==> src/rtl/brick_renderer.sv <==
// Row-major scanner over the brick health store; issues one draw request per live brick.
// Optional BRICK_CLEAR_EN: empty cells are also drawn, in background colour, to erase them.
module brick_renderer #(
  parameter int COLS    = 16,
  parameter int ROWS    = 8,
  parameter int BRICK_W = 20,
  parameter int BRICK_H = 10,
  parameter int X0      = 0,
  parameter int Y0      = 0
) (
  input  logic       clk,
  input  logic       resetn,
  input  logic       start,
  output logic       busy,
  output logic       done,
  output logic [9:0] mem_x,
  output logic [9:0] mem_y,
  input  logic [1:0] mem_health,
  output logic       draw_req,
  input  logic       draw_ack,
  output logic [9:0] draw_x,
  output logic [9:0] draw_y,
  output logic [2:0] draw_colour
);

  typedef enum logic [2:0] {
    S_IDLE, S_ADDR, S_WAIT, S_CHECK, S_REQ, S_NEXT, S_DONE
  } state_t;

  state_t     state;
  logic [9:0] col, row;
  logic       last_col, last_row;
  logic [9:0] next_col, next_row;

  assign last_col = (col == 10'(COLS - 1));
  assign last_row = (row == 10'(ROWS - 1));
  assign next_col = last_col ? 10'd0 : col + 10'd1;
  assign next_row = last_col ? row + 10'd1 : row;

  function automatic logic [2:0] colour_of(input logic [1:0] health);
    case (health)
      2'd1:    return 3'b100;
      2'd2:    return 3'b110;
      2'd3:    return 3'b010;
      default: return 3'b000;
    endcase
  endfunction

  // NOTE: all state here is updated with non-blocking assignments so every
  // register samples the pre-edge values of the others, independent of statement order.
  always_ff @(posedge clk or negedge resetn) begin
    if (!resetn) begin
      state       <= S_IDLE;
      col         <= '0;
      row         <= '0;
      busy        <= 1'b0;
      done        <= 1'b0;
      mem_x       <= '0;
      mem_y       <= '0;
      draw_req    <= 1'b0;
      draw_x      <= '0;
      draw_y      <= '0;
      draw_colour <= '0;
    end else begin
      case (state)
        S_IDLE: begin
          if (start) begin
            state <= S_ADDR;
            busy  <= 1'b1;
            mem_x <= col;
            mem_y <= row;
          end
        end
        S_ADDR:  state <= S_WAIT;
        // Memory has two edges of read latency; health is valid in CHECK.
        S_WAIT:  state <= S_CHECK;
        S_CHECK: begin
`ifdef BRICK_CLEAR_EN
          draw_x      <= 10'(X0 + BRICK_W * int'(col));
          draw_y      <= 10'(Y0 + BRICK_H * int'(row));
          draw_colour <= colour_of(mem_health);
          draw_req    <= 1'b1;
          state       <= S_REQ;
`else
          if (mem_health != 2'd0) begin
            draw_x      <= 10'(X0 + BRICK_W * int'(col));
            draw_y      <= 10'(Y0 + BRICK_H * int'(row));
            draw_colour <= colour_of(mem_health);
            draw_req    <= 1'b1;
            state       <= S_REQ;
          end else begin
            state <= S_NEXT;
          end
`endif
        end
        S_REQ: begin
          if (draw_ack) begin
            draw_req <= 1'b0;
            state    <= S_NEXT;
          end
        end
        S_NEXT: begin
          if (last_col && last_row) begin
            done  <= 1'b1;
            state <= S_DONE;
          end else begin
            col   <= next_col;
            row   <= next_row;
            mem_x <= next_col;
            mem_y <= next_row;
            state <= S_ADDR;
          end
        end
        S_DONE: begin
          done  <= 1'b0;
          busy  <= 1'b0;
          col   <= '0;
          row   <= '0;
          state <= S_IDLE;
        end
        default: state <= S_IDLE;
      endcase
    end
  end

endmodule

==> config.mk <==
export PLATFORM = sky130hd
export DESIGN_NAME = brick_renderer
export DESIGN_NICKNAME = d
export VERILOG_FILES = /design/src/rtl/brick_renderer.sv
export SDC_FILE = /design/constraint.sdc
export NUM_CORES = 1
export LEC_CHECK = 0
export ABC_AREA = 1
export CORE_UTILIZATION = 25
export CTS_CLUSTER_SIZE = 24
export DETAILED_ROUTE_END_ITERATION = 8
export HOLD_SLACK_MARGIN = 0.06
export PLACE_DENSITY_LB_ADDON = 0.2
export SETUP_SLACK_MARGIN = 0.05
export SLEW_MARGIN = 20
export SYNTH_ARGS = -nofsm -noshare
export SYNTH_HDL_FRONTEND = slang
export SYNTH_SLANG_ARGS = --single-unit
==> constraint.sdc <==
create_clock -name clk -period 3 [get_ports clk]
set_clock_uncertainty 0.05 [all_clocks]
set_input_delay 0.45 -clock clk [delete_from_list [all_inputs] [get_ports clk]]
set_output_delay 0.45 -clock clk [all_outputs]
set_load 0.01 [all_outputs]
Yosys cells after proc, flatten, opt, wreduce, memory -nomap -nowiden
Index checks and enable logic that the tools add are counted.
Word-level totals
  input port bits: 6
  register bits after elaboration: 66
  word-level logic and storage cells: 68
  output and inout bits: 46
Operators by class
  $mul: 2
  reduce and logical (&&, ||, !) cells: 14
  mux-type cells: 23
  add/sub/neg operators: 2
  eq/ne operators: 16
Operators with widths (count)
  $pmux 10 s2: 4
  $mux 10: 6
  $add 10x1->10 const B: 2
  $pmux 3 s6: 1
  $eq 10x3->1 const B: 1
  $eq 10x4->1 const B: 1
  $mul 3x10->8 const A: 1
  $mul 3x10->9 const A: 1
  $ne 2x2->1 const B: 5
  $reduce_and 2->1: 5
  $reduce_bool 2->1: 5
  $eq 3x3->1 const B: 3
  $mux 3: 3
  $pmux 3 s3: 1
  $eq 3x2->1 const B: 2
  $pmux 1 s2: 3
  $reduce_and 3->1: 2
  $mux 1: 5
  $eq 2x2->1 const B: 2
  $eq 3x1->1 const B: 1
  $logic_not 3->1: 1
  $eq 2x1->1 const B: 1
  $logic_and 1x1->1: 1

Logic depth before layout (Yosys ltp)
  depth in word-level cells: 4
  depth in mapped cells: 11

Worst setup path before layout
Ideal clock, no wire load.
  path type: reg2reg
  start point: reg col[3]
  end point: reg draw_x[9]
  path slack: 1054 ps
  arrival time: 1779 ps
  stages on the path, launching flop included: 9
  buffers on the path: 0
  required time: 2833 ps
  clock period less this slack: 1946 ps
  path through: dfrtp_1 > ha_1 > ha_1 > fa_1 > a21oi_1 > o21bai_1 > nand3b_1 > nand3_1 > nand2_1
Between the ends
  word-level cells in the longest chain between the ends: 1
RTL lines
  start, declared: RTL line 31  | logic [9:0] col, row;
  start signal, assigned: RTL line 107  | col <= next_col;
  $mul 3x10->8: RTL line 86  | draw_x <= 10'(X0 + BRICK_W * int'(col));
  end signal, assigned: RTL line 86
  end, declared: RTL line 21  | output logic [9:0] draw_x,
Every way passes these cells.
A chain may end at the register's enable or synchronous reset.

Worst setup path in the final report
Ends and elaborated chain as after synthesis.

==> metrics.cfg <==
[logic_synthesis]
yosysWarnings = 0
ys_seq_elements = 65
synth.top_cells.by_area = dfrtp_1 40%, nand2_1 18%, ha_1 8.0%
yosysTopAreaCell = dfrtp_1
avgSynthCellArea_um2 = 7.82
syn_inst = 517
synth_top_area_share_pct = 40.2
syn-cell-area_um2 = 4050
synth_cell_types = 41
seq_area_frac_synth_pct = 40.2

[drt]
drt_pass1_iterations = 4
drt_drc_violations_left = 0
ant_nets = 0
drtIter0Drc = 101
wirelength_mm = 10.1
via_per_inst = 4.41
wl_per_cell_um = 12.9
vias = 3455

[floorplan]
start_util_pct = 25.6
die_w_um = 129
die_h_um = 129
rows = 46
io_pins = 52
core_um2 = 15800
fp.dieArea_um2 = 16700

[hold_path]
hold_class = in -> async

[place]
hpwlAfterDp_mm = 7.42
gp_congestion = 0.782
place_area_um2 = 4690
post-place-ws_ns = 0.863
portBuffers = 47

[critical_path]
startpoint_type = flop
reg2reg_slack_ns = 0.88
arrival_ns = 2.30
crit_type = reg -> reg
critical_path_required_ns = 3.18
worstPathMaxFanout = 6
regToRegEndpoint = draw_x[9]
r2r-start = col[3]
critPathCaptureType = flop
rr_worst_depth = 8

[grt]
grt_pass1_wl_mm = 17.6
grt_pass1_vias = 3546
grt_usage_pct = 13.7
grt_max_degree = 37
grt_overflow_total = 0
antenna_found_initial = 0

[clock_network]
holdBufCountCts = 0
ctsHtreeMaxLevel = 3
cts_tree = yes
post_cts_buffers = 0
cts_inserted_buffers = 9
clk_latency_ns = 0.35
clockBufferDepth = 2
clock_sinks = 65
cts_resized = 0
root_buffer = clkbuf_16
clkTransAtPathRegs_ns = 0.06

[timing]
finalSetupViolations = 0
fin_crit_ns = 2.12
fmax_mhz = 471
fin_ws_ns = 0.879
worst_pin_slew_ns = 0.741
hold_slack_ns = 0.118
fin_crit_sh_pct = 70.7
max_slew_margin_pct = 50.6
drv_slew = 0
hold_viol_final = 0
rsz0062_at_grt = no
tns_ns = 0

[power_and_ir_drop]
p_seq_share_pct = 36.0
intPower_mw = 2.05
pwr-share-comb_pct = 29.4
ir_worst_vdd_mv = 0.297
pwr-share-clk_pct = 34.6
p_leak_nw = 2.53
p_per_area_nw_per_um2 = 628
p_sw_mw = 1.09
p_sw_share_pct = 34.6

[finish]
nFillCells = 1682
diodes = 0
drive_above_1_share_pct = 9.33
area_delta_synth_final_pct = 23.3
fin_area_um2 = 4990
final_nets = 598

[job]
maxCapViolCount = 0

[status]
outcome = finished clean

==> worst max path at each step <==
stage                          end  depth (start not counted)     startpoint  slack [ns]
finish                   draw_x[9]                          8         col[3]        0.88
detailed placement  draw_colour[1]                          7  mem_health[0]        0.86
CTS                      draw_x[9]                          8         col[3]        0.88
floorplan                draw_x[9]                          8         col[3]        1.05
global placement    draw_colour[1]                          7  mem_health[0]        0.92
global route              mem_y[4]                         10         col[0]        0.72
==> synthesized netlist by cell type (all sizes together) <==
cell type,n
or2,4
a32o,1
o21bai,1
conb,1
a31oi,1
dfrtp,65
o211ai,1
nor2,32
nor3,3
nand2,202
xnor2,5
a21oi,5
inv,49
nand3b,2
ha,26
fa,2
o31ai,1
xor2,5
o22ai,1
nand3,39
clkbuf,2
o21ai,44
o221ai,1
nand4,9
buf,15
==> routing by layer <==
metal | up-vias | wire [um] | GRT usage (%)
met2 | 43 | 5010 | 23.3
met5 | - | 0 | 0
met4 | 0 | 196 | 5.33
met3 | 14 | 305 | 3.39
li1 | 1747 | - | -
met1 | 1651 | 4600 | 16.5
==> power by group through the flow <==
stage	combinational, mW	clock [mW]	sequential (mW)
floorplan	0.596	0	1.17
global placement	0.936	0	1.15
detailed placement	0.944	0	1.14
CTS	0.946	1.11	1.13
global route	1.04	1.15	1.15
finish	0.921	1.09	1.13
==> stage by stage <==
step,power (mW),cells,utilization (%)
floorplan,1.77,520,-
detailed placement,2.09,769,29.6
finish,3.13,784,31.5
global route,3.35,784,31.5
global placement,2.08,769,29.6
CTS,3.19,784,31.5
==> layout by cell type (no fill, tap or decap), drive strengths merged, types with 9 or more instances in the layout <==
cell / Yosys / final
nand3: 39 / 39
ha: 26 / 26
clkdlybuf4s50: 0 / 46
inv: 49 / 49
clkbuf: 2 / 12
nand2: 202 / 202
o21ai: 44 / 44
dfrtp: 65 / 65
nor2: 32 / 32
nand4: 9 / 9
==> critical path: stages, from the launching register on <==
cell,delay (ns)
dfrtp_1,0.46
ha_1,0.32
ha_1,0.23
fa_1,0.42
a21oi_1,0.15
o21bai_1,0.09
nand3b_1,0.17
nand3_1,0.08
nand2_1,0.05
==> kinds of logic after synthesis <==
group | Yosys count | synth area share [%]
AO/OA/AOI/OAI | 56 | 8.51
XOR/XNOR | 10 | 2.17
adder cells (fa/ha/maj) | 28 | 9.03
buffers and inverters | 66 | 7.95
flip-flops | 65 | 40.2
other | 1 | 0.0927
AND/OR/NAND/NOR | 291 | 32.0
==> flip-flops by register name (all words and copies together), names as in the netlist <==
| signal | count |
|---|---|
| busy | 1 |
| col | 10 |
| done | 1 |
| draw_colour | 2 |
| draw_req | 1 |
| draw_x | 8 |
| draw_y | 9 |
| mem_x | 10 |
| mem_y | 10 |
| row | 10 |
| state | 3 |
==> final cells by class <==
cell class                 count  area (um2)  area share, %
tap                          216         270           5.42
inverter                      49         186           3.74
timing repair buffer          50         500           10.0
clock inverter                 3        40.0          0.803
multi-input combinational    389        2110           42.3
sequential                    65        1630           32.6
clock buffer                  12         256           5.14
(Power assumes the default switching activity.)
